File: src/rtl/debounce_pkg.sv
// rtl/debounce_pkg.sv - default constants and counter-width helper for the multi-channel debouncer
package debounce_pkg;

    localparam int DEF_CHANNELS     = 4;
    localparam int DEF_SAMPLES      = 8;
    localparam int DEF_TICK_DIV     = 5;
    localparam int DEF_REPEAT_DELAY = 64;
    localparam int DEF_REPEAT_RATE  = 16;

    // Width of a counter holding 0..n-1, never narrower than one bit.
    function automatic int tick_cnt_width(input int n);
        return (n <= 2) ? 1 : $clog2(n);
    endfunction

endpackage

File: src/rtl/debounce_channel.sv
// rtl/debounce_channel.sv - one debounce lane: synchroniser, history, hysteresis, pulses; optional DEBOUNCE_AUTOREPEAT_EN
module debounce_channel
    import debounce_pkg::*;
#(
    parameter int SAMPLES = DEF_SAMPLES
`ifdef DEBOUNCE_AUTOREPEAT_EN
    ,
    parameter int REPEAT_DELAY = DEF_REPEAT_DELAY,
    parameter int REPEAT_RATE  = DEF_REPEAT_RATE
`endif
) (
    input  logic clk,
    input  logic resetN,
    input  logic i_tick,
    input  logic i_button,
    output logic o_level,
    output logic o_press,
    output logic o_release
);

    logic               r_sync1;
    logic               r_sync2;
    logic [SAMPLES-1:0] r_hist;
    logic               r_level;
    logic               r_press;
    logic               r_release;
    logic               w_all_one;
    logic               w_all_zero;

    assign w_all_one  = &r_hist;
    assign w_all_zero = ~|r_hist;

    // Level and pulses are decided from the same history, so a pulse lines up with the level change.
    always_ff @(posedge clk) begin
        if (!resetN) begin
            r_sync1   <= 1'b0;
            r_sync2   <= 1'b0;
            r_hist    <= '0;
            r_level   <= 1'b0;
            r_press   <= 1'b0;
            r_release <= 1'b0;
        end else begin
            r_sync1 <= i_button;
            r_sync2 <= r_sync1;
            if (i_tick) begin
                r_hist <= {r_hist[SAMPLES-2:0], r_sync2};
            end
            if (w_all_one) begin
                r_level <= 1'b1;
            end else if (w_all_zero) begin
                r_level <= 1'b0;
            end
            r_press   <= w_all_one & ~r_level;
            r_release <= w_all_zero & r_level;
        end
    end

    assign o_level   = r_level;
    assign o_release = r_release;

`ifdef DEBOUNCE_AUTOREPEAT_EN
    localparam int REP_MAX = (REPEAT_DELAY > REPEAT_RATE) ? REPEAT_DELAY : REPEAT_RATE;
    localparam int RW      = tick_cnt_width(REP_MAX);
    localparam logic [RW-1:0] DELAY_LAST = RW'(REPEAT_DELAY - 1);
    localparam logic [RW-1:0] RATE_LAST  = RW'(REPEAT_RATE - 1);

    logic [RW-1:0] r_rep_cnt;
    logic          r_rep_armed;
    logic          r_rep_fire;
    logic [RW-1:0] w_rep_last;

    assign w_rep_last = r_rep_armed ? RATE_LAST : DELAY_LAST;

    // Counts ticks while held; the first interval is the delay, later ones the rate.
    always_ff @(posedge clk) begin
        if (!resetN || !r_level) begin
            r_rep_cnt   <= '0;
            r_rep_armed <= 1'b0;
            r_rep_fire  <= 1'b0;
        end else begin
            r_rep_fire <= 1'b0;
            if (i_tick) begin
                if (r_rep_cnt == w_rep_last) begin
                    r_rep_cnt   <= '0;
                    r_rep_armed <= 1'b1;
                    r_rep_fire  <= ~w_all_zero;
                end else begin
                    r_rep_cnt <= r_rep_cnt + 1'b1;
                end
            end
        end
    end

    assign o_press = r_press | r_rep_fire;
`else
    assign o_press = r_press;
`endif

endmodule

File: src/rtl/debouncer_multi.sv
// rtl/debouncer_multi.sv - multi-channel button debouncer with shared sample tick; optional DEBOUNCE_AUTOREPEAT_EN
module debouncer_multi
    import debounce_pkg::*;
#(
    parameter int CHANNELS = DEF_CHANNELS,
    parameter int SAMPLES  = DEF_SAMPLES,
    parameter int TICK_DIV = DEF_TICK_DIV
`ifdef DEBOUNCE_AUTOREPEAT_EN
    ,
    parameter int REPEAT_DELAY = DEF_REPEAT_DELAY,
    parameter int REPEAT_RATE  = DEF_REPEAT_RATE
`endif
) (
    input  logic                clk,
    input  logic                resetN,
    input  logic [CHANNELS-1:0] buttonIn,
    output logic [CHANNELS-1:0] buttonOut,
    output logic [CHANNELS-1:0] pressPulse,
    output logic [CHANNELS-1:0] releasePulse,
    output logic                sampleTick
);

    localparam int CW = tick_cnt_width(TICK_DIV);
    localparam logic [CW-1:0] TICK_LAST = CW'(TICK_DIV - 1);

    logic [CW-1:0] r_tick_cnt;
    logic [CW-1:0] w_cnt_next;
    logic          r_tick;

    assign w_cnt_next = (r_tick_cnt == TICK_LAST) ? '0 : r_tick_cnt + 1'b1;

    // The strobe is registered from the next count so it is high exactly while the count sits at its last value.
    always_ff @(posedge clk) begin
        if (!resetN) begin
            r_tick_cnt <= '0;
            r_tick     <= 1'b0;
        end else begin
            r_tick_cnt <= w_cnt_next;
            r_tick     <= (w_cnt_next == TICK_LAST);
        end
    end

    assign sampleTick = r_tick;

    for (genvar g = 0; g < CHANNELS; g++) begin : g_ch
        debounce_channel #(
            .SAMPLES      (SAMPLES)
`ifdef DEBOUNCE_AUTOREPEAT_EN
            ,
            .REPEAT_DELAY (REPEAT_DELAY),
            .REPEAT_RATE  (REPEAT_RATE)
`endif
        ) u_ch (
            .clk       (clk),
            .resetN    (resetN),
            .i_tick    (r_tick),
            .i_button  (buttonIn[g]),
            .o_level   (buttonOut[g]),
            .o_press   (pressPulse[g]),
            .o_release (releasePulse[g])
        );
    end

endmodule

File: config.mk
export PLATFORM = sky130hd
export DESIGN_NAME = debouncer_multi
export DESIGN_NICKNAME = d
export VERILOG_FILES = /design/src/rtl/debounce_pkg.sv /design/src/rtl/debounce_channel.sv /design/src/rtl/debouncer_multi.sv
export SDC_FILE = /design/constraint.sdc
export NUM_CORES = 1
export LEC_CHECK = 0
export ABC_CLOCK_PERIOD_IN_PS = 1450
export CELL_PAD_IN_SITES_DETAIL_PLACEMENT = 0
export CELL_PAD_IN_SITES_GLOBAL_PLACEMENT = 1
export CORE_ASPECT_RATIO = 0.75
export CORE_MARGIN = 2
export CORE_UTILIZATION = 40
export CTS_CLUSTER_SIZE = 25
export DETAILED_ROUTE_END_ITERATION = 8
export PLACE_DENSITY_LB_ADDON = 0.1
export SKIP_LAST_GASP = 1
export SYNTH_ARGS = -nofsm -noshare
export SYNTH_HDL_FRONTEND = slang
export SYNTH_SLANG_ARGS = --single-unit
File: constraint.sdc
create_clock -name clk -period 1.45 [get_ports clk]
set_input_delay 0.435 -clock clk [delete_from_list [all_inputs] [get_ports clk]]
set_output_delay 0.435 -clock clk [all_outputs]
set_load 0.02 [all_outputs]
; Word-level counts from Yosys, hierarchy flattened
; Cells that the tools add are included.
[totals]
register_bits = 56
inputBits = 6
out_inout_bits = 13
[op_classes]
addsub = 1
n_eq_ne = 6
mux = 9
n_bitwise = 12
n_reduce_logical = 12
[op_table]
columns = op, n
row1 = 8-bit AND reduction, 4
row2 = 8-bit OR reduction, 4
row3 = 1-bit bitwise AND, 8
row4 = 1-bit two-way mux, 8
row5 = 2-bit by 1-bit != test with 1-bit output (second input constant), 4
row6 = 3-bit equality test (second input constant), 2
row7 = 1-bit logical NOT, 4
row8 = 1-bit inverter, 4
row9 = 3-bit by 1-bit adder with 3-bit output (second input constant), 1
row10 = 3-bit two-way mux, 1

; Depth between registers and ports, before layout
[logic_depth]
word_depth = 3
mapped_depth = 5
depth_no_buf = 5

; Cells and area by module
; A second synthesis with hierarchy kept.
[hier_totals]
hier_cells = 191
area_unflattened_um2 = 2097.0
[modules_own_cells]
columns = module, n_inst, cells_each, area_per_inst_um2, seq_area_each_um2
row1 = debounce_channel, 4, 44, 483.0, 260.2
row2 = debouncer_multi, 1, 15, 165.2, 80.1

; Least setup slack after synthesis
; Ideal clock, no wire load.
[synth_timing]
path_type = reg2reg
startpoint = register r_tick (netlist: sampleTick)
endpoint = register g_ch[0].u_ch.r_hist[2]
setup_ns = 0.117
arrival_time_ns = 1.035
setup_slack_ns = 0.298
stages_incl_launch_ff = 5
synth_period_minus_slack_ns = 1.152
cell_sequence = dfxtp_1 > buf_2 > buf_4 > mux2i_1 > nor2_1
[synth_lines]
columns = item, line_no
row1 = start: declaration, debouncer_multi.sv:28  ; logic r_tick;
row2 = start signal: assignment, debouncer_multi.sv:39  ; r_tick <= (w_cnt_next == TICK_LAST);
row3 = end signal: assignment, debounce_channel.sv:46  ; r_hist <= {r_hist[SAMPLES-2:0], r_sync2};
row4 = end: declaration, debounce_channel.sv:23  ; logic [SAMPLES-1:0] r_hist;

; Worst setup path in the final report
[layout_timing]
startpoint = register g_ch[0].u_ch.r_press
endpoint = output port pressPulse[0]
[layout_lines]
columns = item, line_no
row1 = start: declaration, debounce_channel.sv:25  ; logic r_press;
row2 = start signal: assignment, debounce_channel.sv:53  ; r_press <= w_all_one & ~r_level;
row3 = end: declaration, debouncer_multi.sv:18  ; output logic [CHANNELS-1:0] pressPulse,
; No word-level cell between the ends.

==> run_results.csv <==
group,metric,value,unit
global_routing,grt_start_max_net_pins,33,
flow_run,maxCapViolCount,0,
cts,cts_setup_buffers,0,
global_routing,initial_antenna_violation_count,0,
timing,timing.final.crit_share,0.9621,
detailed_routing,wl,3360,um
synth,syn_inst,204,
cells_and_area,post-route-util,0.4731,
placed_design,gpl.final_weighted_congestion,0.7720,
worst_setup_path,worst_setup_path_startpoint,"g_ch[0].u_ch.o_press",
cells_and_area,diode_insertion_count_for_antenna_repair,0,
worst_hold_path,hold-path-cell-count,1,
timing,timing.final.setup_violations,0,
cells_and_area,finalInstanceArea,0.002331,mm^2
die,floorplan.initialDensity,0.4200,
worst_setup_path,cp_cell_sequence,"dlygate4sd2_1",
cells_and_area,layout.filler_cells,480,
synth,post_synth_mux_area_share,0.1596,
cts,deepest_clock_path_buffer_count,2,
worst_setup_path,critPathLaunchType,"flip-flop",
global_routing,grt_use_total,0.1375,
detailed_routing,drt-initial-drc-count,60,
power,ir_drop_worst_vdd,0.5691,mV
timing,unrepaired_setup_endpoints_after_global_routing,"false",
synth,synth-simple-area-share,0.1886,
cts,root_buffer,"sky130_fd_sc_hd__clkbuf_8",
cts,tritoncts,"done",
synth,synth-adder-area-share,0.01209,
die,placeable_area,0.004927,mm^2
detailed_routing,via_count,1370,
power,static-leakage-power,0.0008792,uW
synth,synth_seq_area_share,0.5417,
cts,worst_skew_pair.late_latency,0.31,ns
timing,relative_slew_slack,0.6456,
worst_setup_path,cpPeakStageDelay,0.33,ns
synth,synth_compound_area_frac,0.02056,
worst_setup_path,critPathRequiredTime,1.02,ns
die,die_height,66.29,um
detailed_routing,detail_routed_via_count_per_cell,4.910,
cells_and_area,finish.net_count,227,
synth,syn-num-nets,212,
detailed_routing,ant_nets,0,
global_routing,grt_overflow,0,
cells_and_area,synthToLayoutAreaGrowth,12.64,%
timing,worst_pin_slew,0.5317,ns
synth,synth_area,0.002069,mm^2
worst_setup_path,worst-r2r-setup-slack,0.23,ns
cts,clkTransAtPathRegs,0.09,ns
detailed_routing,drc,0,
die,row_count,22,
worst_setup_path,cp.depth,1,
cells_and_area,layout_commonest_cell,"sky130_fd_sc_hd__dfxtp_1",
synth,post_synth.cell_area_avg,10.14,um^2
synth,area_share_of_the_largest_cell_type_after_synthesis,0.5417,
power,pwr_density_cell,1057,mW/mm^2
die,design.die.area,0.005771,mm^2
worst_setup_path,critical_setup_path_kind,"flip-flop to output port",
worst_setup_path,critPathArrivalTime,0.96,ns
timing,hold_slack,0.4364,ns
cts,cts-hold-fix-buffers,0,
detailed_routing,post_drt_wl_per_cell,12.04,um
timing,final_hold_violating_endpoints,0,
synth,dominant_combinational_cell_family_by_area_after_synthesis,"simple AND/OR/NAND/NOR gates",
power,design_power_total,2465,uW
synth,synth.lib_cells_used.distinct,17,
cells_and_area,commonest_cells_after_routing_fill_and_taps_aside,"55 x sky130_fd_sc_hd__dfxtp_1, 38 x sky130_fd_sc_hd__nor2_1, 33 x sky130_fd_sc_hd__mux2i_1, 13 x sky130_fd_sc_hd__nor4_1, 12 x sky130_fd_sc_hd__nand2_1",
worst_setup_path,path_delay_family,"flip-flops",
cells_and_area,drive_above_1_share,0.1096,
detailed_routing,drt_first_pass_iters,4,
worst_hold_path,worst_hold_path_class,"flip-flop to flip-flop",
synth,yosys-top-cells-area,"sky130_fd_sc_hd__dfxtp_1 54%, sky130_fd_sc_hd__mux2i_1 16%, sky130_fd_sc_hd__nor2_1 6.9%",
timing,skew,0.01054,ns
cts,cts-buffers-inserted,5,
timing,final.setup.tns,0,ns
die,chipWidth,87.06,um
placed_design,buffer_ports.inserted,18,
worst_setup_path,cpMaxStageDelayCell,"sky130_fd_sc_hd__dfxtp_1",
cts,cts_num_sinks,56,
cts,cts.htree.levels,2,
worst_setup_path,critPathCaptureType,"output port",
placed_design,dp_hpwl,2295,um
synth,post_synth_xor_area_fraction,0,
global_routing,first_pass_grt_wire_length,5961,um
timing,finalCriticalPeriod,1.395,ns
placed_design,instance_area_after_placement,0.002272,mm^2
die,boundaryPins,19,
synth,synthesis.yosys.warnings,0,
worst_setup_path,worstPathBufferInverterCount,1,
synth,synth_top_cell_by_area,"sky130_fd_sc_hd__dfxtp_1",
global_routing,first_global_vias,1332,
worst_setup_path,crit_fanout,1,
timing,achievable-frequency,0.7168,GHz
worst_setup_path,timing.reg2reg.worst_path_depth,3,
worst_setup_path,worstReg2RegEnd,"g_ch[2].u_ch.r_hist[3]",
worst_setup_path,timing.rr.start,"sampleTick",
synth,synth_seq_cells,56,
status,outcome,"finished, final reports clean",
timing,final-max-slew-violation-count,0,
worst_setup_path,critical_path.endpoint,"pressPulse[0]",
==> area by class of cell <==
cell class / instances / area, um^2 / area share
clock buffers: 6 / 72.57 / 0.03113
clock inverters: 1 / 5.005 / 0.002147
inverters: 3 / 11.26 / 0.004831
multi-input cells: 124 / 788.3 / 0.3382
flip-flops and latches: 56 / 1122 / 0.4815
well taps: 60 / 75.07 / 0.03221
repair buffers: 29 / 256.5 / 0.1100
==> per-layer routing <==
metal / part of all wire / global-route usage
met1: 0.53 / 0.1760
met2: 0.41 / 0.2061
met3: 0.047 / 0.05243
met4: 0.018 / 0.05859
met5: 0 / 0
==> cells by family (layout without fill, tap and decap cells) <==
family          Yosys count  after routing
simple gates             84             84
flops                    56             56
mux                      33             33
buf+inv                  24             39
compound gates            5              5
fa+ha+maj                 2              2
==> worst min path at each step <==
stage | startpoint | endpoint | slack, ns
floorplan | g_ch[0].u_ch.r_sync1 | g_ch[0].u_ch.r_sync2 | 0.41
global placement | g_ch[1].u_ch.r_sync1 | g_ch[1].u_ch.r_sync2 | 0.42
detailed placement | g_ch[3].u_ch.r_sync1 | g_ch[3].u_ch.r_sync2 | 0.42
CTS | g_ch[3].u_ch.r_sync1 | g_ch[3].u_ch.r_sync2 | 0.45
global route | g_ch[3].u_ch.r_sync1 | g_ch[3].u_ch.r_sync2 | 0.46
finish | g_ch[3].u_ch.r_sync1 | g_ch[3].u_ch.r_sync2 | 0.44
==> worst register-to-register path, delay by kind of cell, from the launching register on <==
family	cells	cell delay (ns)
buffers and inverters	1	0.44
and+or+nand+nor	1	0.06
DFF	1	0.33
muxes	1	0.30
==> stage by stage <==
stage | std cells | setup slack [ns]
final | 279 | 0.05490
after global routing | 279 | 0.008512
after CTS | 279 | -0.03203
after detailed placement | 272 | -0.2180
after global placement | 272 | -0.2050
after floorplan | 204 | 0.2980
==> power by group <==
| part | internal [uW] | switching (uW) | total, uW |
|---|---|---|---|
| combinational | 49.7 | 48.6 | 98.3 |
| clock | 330 | 474 | 804 |
| sequential | 1550 | 7.66 | 1560 |
| total | 1930 | 530 | 2460 |
==> timing repair <==
action | 4_1_cts | 5_1_grt
endpoints found under the setup margin | 13 | 6
pin swaps | 0 | 0
resized for setup | 13 | 8
==> flip-flops by register name, indices dropped and copies added (netlist names) <==
| register | flops |
|---|---|
| g_ch.u_ch.o_level | 4 |
| g_ch.u_ch.o_press | 4 |
| g_ch.u_ch.o_release | 4 |
| g_ch.u_ch.r_hist | 32 |
| g_ch.u_ch.r_sync1 | 4 |
| g_ch.u_ch.r_sync2 | 4 |
| r_tick_cnt | 3 |
| sampleTick | 1 |
==> synthesized netlist by cell type <==
library cell               count
sky130_fd_sc_hd__buf_6         1
sky130_fd_sc_hd__mux2i_1      33
sky130_fd_sc_hd__clkinv_1      1
sky130_fd_sc_hd__buf_2         5
sky130_fd_sc_hd__nor2_1       38
sky130_fd_sc_hd__ha_1          2
sky130_fd_sc_hd__nand4_1       4
sky130_fd_sc_hd__a211oi_1      1
sky130_fd_sc_hd__inv_1         2
sky130_fd_sc_hd__buf_4        15
sky130_fd_sc_hd__a31o_2        4
sky130_fd_sc_hd__nand2_1      12
sky130_fd_sc_hd__nand3_1       4
sky130_fd_sc_hd__nor4_1       13
sky130_fd_sc_hd__and2_1        9
sky130_fd_sc_hd__nor3_1        4
sky130_fd_sc_hd__dfxtp_1      56
(Power assumes the default switching activity.)
==> edit 1: new RTL, same flow settings <==
The package constant `DEF_CHANNELS` goes from 4 to 5.
--- a/src/rtl/debounce_pkg.sv
+++ b/src/rtl/debounce_pkg.sv
@@ -1,7 +1,7 @@
 // rtl/debounce_pkg.sv - default constants and counter-width helper for the multi-channel debouncer
 package debounce_pkg;
 
-    localparam int DEF_CHANNELS     = 4;
+    localparam int DEF_CHANNELS     = 5;
     localparam int DEF_SAMPLES      = 8;
     localparam int DEF_TICK_DIV     = 5;
     localparam int DEF_REPEAT_DELAY = 64;
Interface: changed (resized buttonIn, buttonOut, pressPulse and releasePulse); port bits go from 19 to 23. The function was not compared with the original's and may differ.
==> edit 1 against the unedited design <==
Total power rose by 45%. Sequential cell count rose by 13. Final area rose by 28%. Register-to-register slack got worse by 120 ps. Via count rose by 24%. Combinational power rose by 16%. Wire length rose by 21%. Worst hold slack got worse by 3.7 ps. Setup slack improved by 10 ps. Critical endpoint is now buttonOut[0]. Synthesized area rose by 23%. Critical path depth did not move.
==> edit 1: results (changes against the unedited design) <==
Pin count of the biggest net entering global routing = 41 (was 33)
Leak = 0.00109 µW (was 0.000879 µW)
Worst Clk Skew = 7.08 ps (was 10.5 ps)
Post-DR vias/cell = 4.78 (was 4.91)
Global routing usage on met1 = 0.178 (was 0.176)
Drt first pass iters = 4 (unchanged)
Initial DRC count = 68 (was 60)
GR Layer Usage met3 = 0.0702 (was 0.0524)
Num CTS Buffers = 9 (was 5)
Pre-CTS setup slack = -155 ps (was -218 ps)
Final HPWL DP = 2590 µm (was 2300 µm)
Clock buffer depth = 2 (unchanged)
H-tree lvl count = 3 (was 2)
Clk Latency, worst-skew pair = 340 ps (was 310 ps)
Slowest CP cell = dfxtp_1 (unchanged)
Placed inst area = 2830 µm² (was 2270 µm²)
Count of cell types in the netlist = 21 (was 17)
CP max stage delay = 350 ps (was 330 ps)
Layout Nets = 279 (was 227)
Compound-Gate Fraction of Synth Area = 0.0236 (was 0.0206)
Post-synthesis mux area share = 0.157 (was 0.160)
Slew @ Worst Pin = 287 ps (was 532 ps)
WL/cell = 11.4 µm (was 12.0 µm)
Largest Register = g_ch.u_ch.r_hist (unchanged)
Sequential area share after synthesis = 0.542 (about the same)
Ys Warns = 0 (unchanged)
GPL Wtd Cong = 0.710 (was 0.772)
Status = completed (unchanged)
Post-Synth Adder-Cell Area = 0.00982 (was 0.0121)
Commonest cells in the netlist = dfxtp_1 (69), nor2_1 (45), mux2i_1 (40) (was dfxtp_1 (56), nor2_1 (38), mux2i_1 (33))
Largest register FFs = 40 (was 32)
Root buf cell = clkbuf_8 (unchanged)
First-pass GRT wire length = 7040 µm (was 5960 µm)
Syn_nets = 261 (was 212)
Worst-path clk slew = 70 ps (was 90 ps)
Delay-heaviest family, CP = flip-flops (unchanged)
Cell count after placement = 340 (was 272)
Total track usage = 0.135 (was 0.137)
Port bufs = 22 (was 18)
Drt total wl = 4070 µm (was 3360 µm)
Area contributors post-synth = dfxtp_1 (54%), mux2i_1 (16%), nor2_1 (6.6%), buf_4 (5.6%), nor4_1 (3.7%) (was dfxtp_1 (54%), mux2i_1 (16%), nor2_1 (6.9%), buf_4 (5.4%), nor4_1 (3.9%))
Filler cell count in the final layout = 613 (was 480)
Synth Instances = 252 (was 204)
Vias in the first global route = 1535 (was 1332)
Grt met2 use = 0.183 (was 0.206)
Share of cells above drive strength 1 = 0.178 (was 0.110)
Synth Area in XOR/XNOR = 0 (unchanged)
Asr flop ratio synth = 0 (unchanged)
Worst-case vdd ir drop = 589 µV (was 569 µV)
Worst Path Max Fanout = 2 (was 1)
edit 1: cell count changes after synthesis, moves of 2 or more:
cell      unedited run  this run
dfxtp_1             56        69
clkbuf_1             0         7
mux2i_1             33        40
nor2_1              38        45
buf_2                5         1
buf_4               15        19
nand2_1             12        15
and2_1               9        11
nor4_1              13        15
edit 1: logic make-up after synthesis:
| group | after synthesis |
|---|---|
| muxes | 40 |
| adders and majority gates | 2 |
| buffers and inverters | 30 |
| AOI/OAI and AO/OA | 7 |
| and+or+nand+nor | 104 |
| DFF | 69 |
edit 1: routing by layer:
layer  vias up  part of all wire
met5         -                 0
met4         0             0.014
met3         6             0.054
met2        31              0.40
met1       779              0.53
li1        884                 -
edit 1: path summary, 6_finish.rpt:
| check | from | to | slack [ps] | cells after the start |
|---|---|---|---|---|
| worst max-delay path | g_ch[0].u_ch.o_level | buttonOut[0] | 70 | 1 |
| worst min-delay path | r_tick_cnt[0] | r_tick_cnt[0] | 430 | 1 |
| worst max register to register | r_tick_cnt[0] | sampleTick | 110 | 5 |
| worst min register to register | r_tick_cnt[0] | r_tick_cnt[0] | 430 | 1 |
edit 1: final cells by class:
class / instances / area (µm²) / share of cell area
Clock buffer: 10 / 138 / 0.0460
Multi-Input combinational cell: 153 / 987 / 0.330
Timing Repair Buffer: 34 / 309 / 0.103
Inverter: 3 / 11.3 / 0.00376
Clock inverter: 6 / 62.6 / 0.0209
Tap cell: 81 / 101 / 0.0339
Sequential cell: 69 / 1380 / 0.462
edit 1: power breakdown:
part,switching [µW],internal (µW)
clock network,700,833
logic,55.8,58.6
registers,7.61,1920
total,764,2810
edit 1: what timing repair did:
item / CTS / global route
cloned: 0 / 0
buffers inserted: 0 / 0
pin swaps: 0 / 1
hold buffers: 0 / 0
gates resized for setup: 22 / 22
endpoints found under the setup margin: 16 / 16
==> edit 2: new RTL, config.mk and constraints unchanged <==
Made on the original files. Register the output `buttonOut`; this adds one clock of latency there. The other outputs are not delayed to match.
--- a/src/rtl/debouncer_multi.sv
+++ b/src/rtl/debouncer_multi.sv
@@ -22,6 +22,8 @@
 
     localparam int CW = tick_cnt_width(TICK_DIV);
     localparam logic [CW-1:0] TICK_LAST = CW'(TICK_DIV - 1);
+
+    logic [CHANNELS-1:0] buttonOut_d;
 
     logic [CW-1:0] r_tick_cnt;
     logic [CW-1:0] w_cnt_next;
@@ -55,11 +57,15 @@
             .resetN    (resetN),
             .i_tick    (r_tick),
             .i_button  (buttonIn[g]),
-            .o_level   (buttonOut[g]),
+            .o_level   (buttonOut_d[g]),
             .o_press   (pressPulse[g]),
             .o_release (releasePulse[g])
         );
     end
 
+    always_ff @(posedge clk) begin
+        buttonOut <= buttonOut_d;
+    end
+
 endmodule
 
Behaviour: same outputs for any inputs over 10 cycles, from zero or initial values and one cycle with resetN low; that may be too few to reach the edited logic, so the function may still have changed.
==> edit 2 against the unedited design <==
Setup slack worse by 11 ps. Die area up 2.3%. Total power rose by 21%. Synthesized area up 2.4%. Global-route usage increased by 0.42 points. Worst hold slack got worse by 46 ps. Sequential cell count up 4. First-iteration DRC count decreased by 38%. Cell count increased by 6.5%. Final area rose by 5.4%. Wire length is 4.7% higher. Critical path type unchanged. Critical endpoint unchanged. Largest cell class unchanged.
==> edit 2: results (changes against the unedited design) <==
Status = completed (unchanged)
Signal buf overhead = 0.0850 (was 0.110)
Worst r2r src = sampleTick (unchanged)
Placed inst area = 2320 µm² (was 2270 µm²)
Wl on met1 = 1700 µm (was 1770 µm)
Num CTS Buffers = 9 (was 5)
Final Cell Area = 2460 µm² (was 2330 µm²)
Hold depth = 0 (was 1)
Drt total wl = 3520 µm (was 3360 µm)
Worst Clk Skew = 6.07 ps (was 10.5 ps)
Total track usage = 0.142 (was 0.137)
Syn_nets = 212 (unchanged)
Commonest cells in the netlist = dfxtp_1 (60), nor2_1 (38), mux2i_1 (33) (was dfxtp_1 (56), nor2_1 (38), mux2i_1 (33))
Vias in the first global route = 1339 (was 1332)
Filler cell count in the final layout = 497 (was 480)
Delay-heaviest family, CP = buffers and inverters (was flip-flops)
Final non-filler cell total = 297 (was 279)
Leak = 0.000932 µW (was 0.000879 µW)
GPL Wtd Cong = 0.773 (was 0.772)
Layout clock buffers = 11 (was 6)
Hold path startpoint = g_ch[1].u_ch.o_level (was g_ch[3].u_ch.r_sync1)
H-tree lvl count = 3 (was 2)
Register Area = 1200 µm² (was 1120 µm²)
Clock-cell share of area = 0.0636 (was 0.0333)
Worst-path clk slew = 60 ps (was 90 ps)
Multi-input gate share of the layout cell area = 0.321 (was 0.338)
Share of cells above drive strength 1 = 0.111 (was 0.110)
Met3 Routed Length = 193 µm (was 157 µm)
Slowest CP cell = dlygate4sd2_1 (was dfxtp_1)
Clk Latency, worst-skew pair = 330 ps (was 310 ps)
Non-CTS buffers = 24 (was 29)
First-pass GRT wire length = 6110 µm (was 5960 µm)
Area contributors post-synth = dfxtp_1 (57%), mux2i_1 (16%), nor2_1 (6.7%), buf_4 (3.9%), nor4_1 (3.8%) (was dfxtp_1 (54%), mux2i_1 (16%), nor2_1 (6.9%), buf_4 (5.4%), nor4_1 (3.9%))
Clock tree sinks = 60 (was 56)
GR Layer Usage met3 = 0.0657 (was 0.0524)
Post-DR vias/cell = 4.81 (was 4.91)
Grt met2 use = 0.202 (was 0.206)
Layout Nets = 230 (was 227)
Worst-case vdd ir drop = 527 µV (was 569 µV)
Initial DRC count = 37 (was 60)
Max_slew headroom = 0.648 (was 0.646)
Global routing usage on met1 = 0.173 (was 0.176)
Final HPWL DP = 2360 µm (was 2300 µm)
Pre-CTS setup slack = -217 ps (was -218 ps)
Sequential area share after synthesis = 0.567 (was 0.542)
-- edit 2: worst reg2reg max path: cells and delay by family, from the launching register on --
kind | cells | cell delay (ps)
buffers and inverters | 1 | 450
DFF | 1 | 340
muxes | 1 | 280
and+or+nand+nor | 1 | 50
-- edit 2: kinds of logic (layout without fill, tap and decap cells) --
family | after synthesis | count (layout) | synth area share
mux | 33 | 33 | 0.156
flops | 60 | 60 | 0.567
simple gates | 84 | 84 | 0.184
buf+inv | 20 | 41 | 0.0614
fa+ha+maj | 2 | 2 | 0.0118
compound gates | 5 | 5 | 0.0201
-- edit 2: path summary, 6_finish.rpt --
check | end | slack, ps
max | pressPulse[0] | 40
min | buttonOut[1] | 390
max reg2reg | g_ch[2].u_ch.r_hist[1] | 210
min reg2reg | buttonOut[1] | 390
-- edit 2: power by group --
part / switching, µW / internal (µW) / total, µW / leakage, µW
Sequential: 7.14 / 1670 / 1670 / 0.000486
Clock: 575 / 637 / 1210 / 0.0000848
Combinational: 46.9 / 42.4 / 89.3 / 0.000361
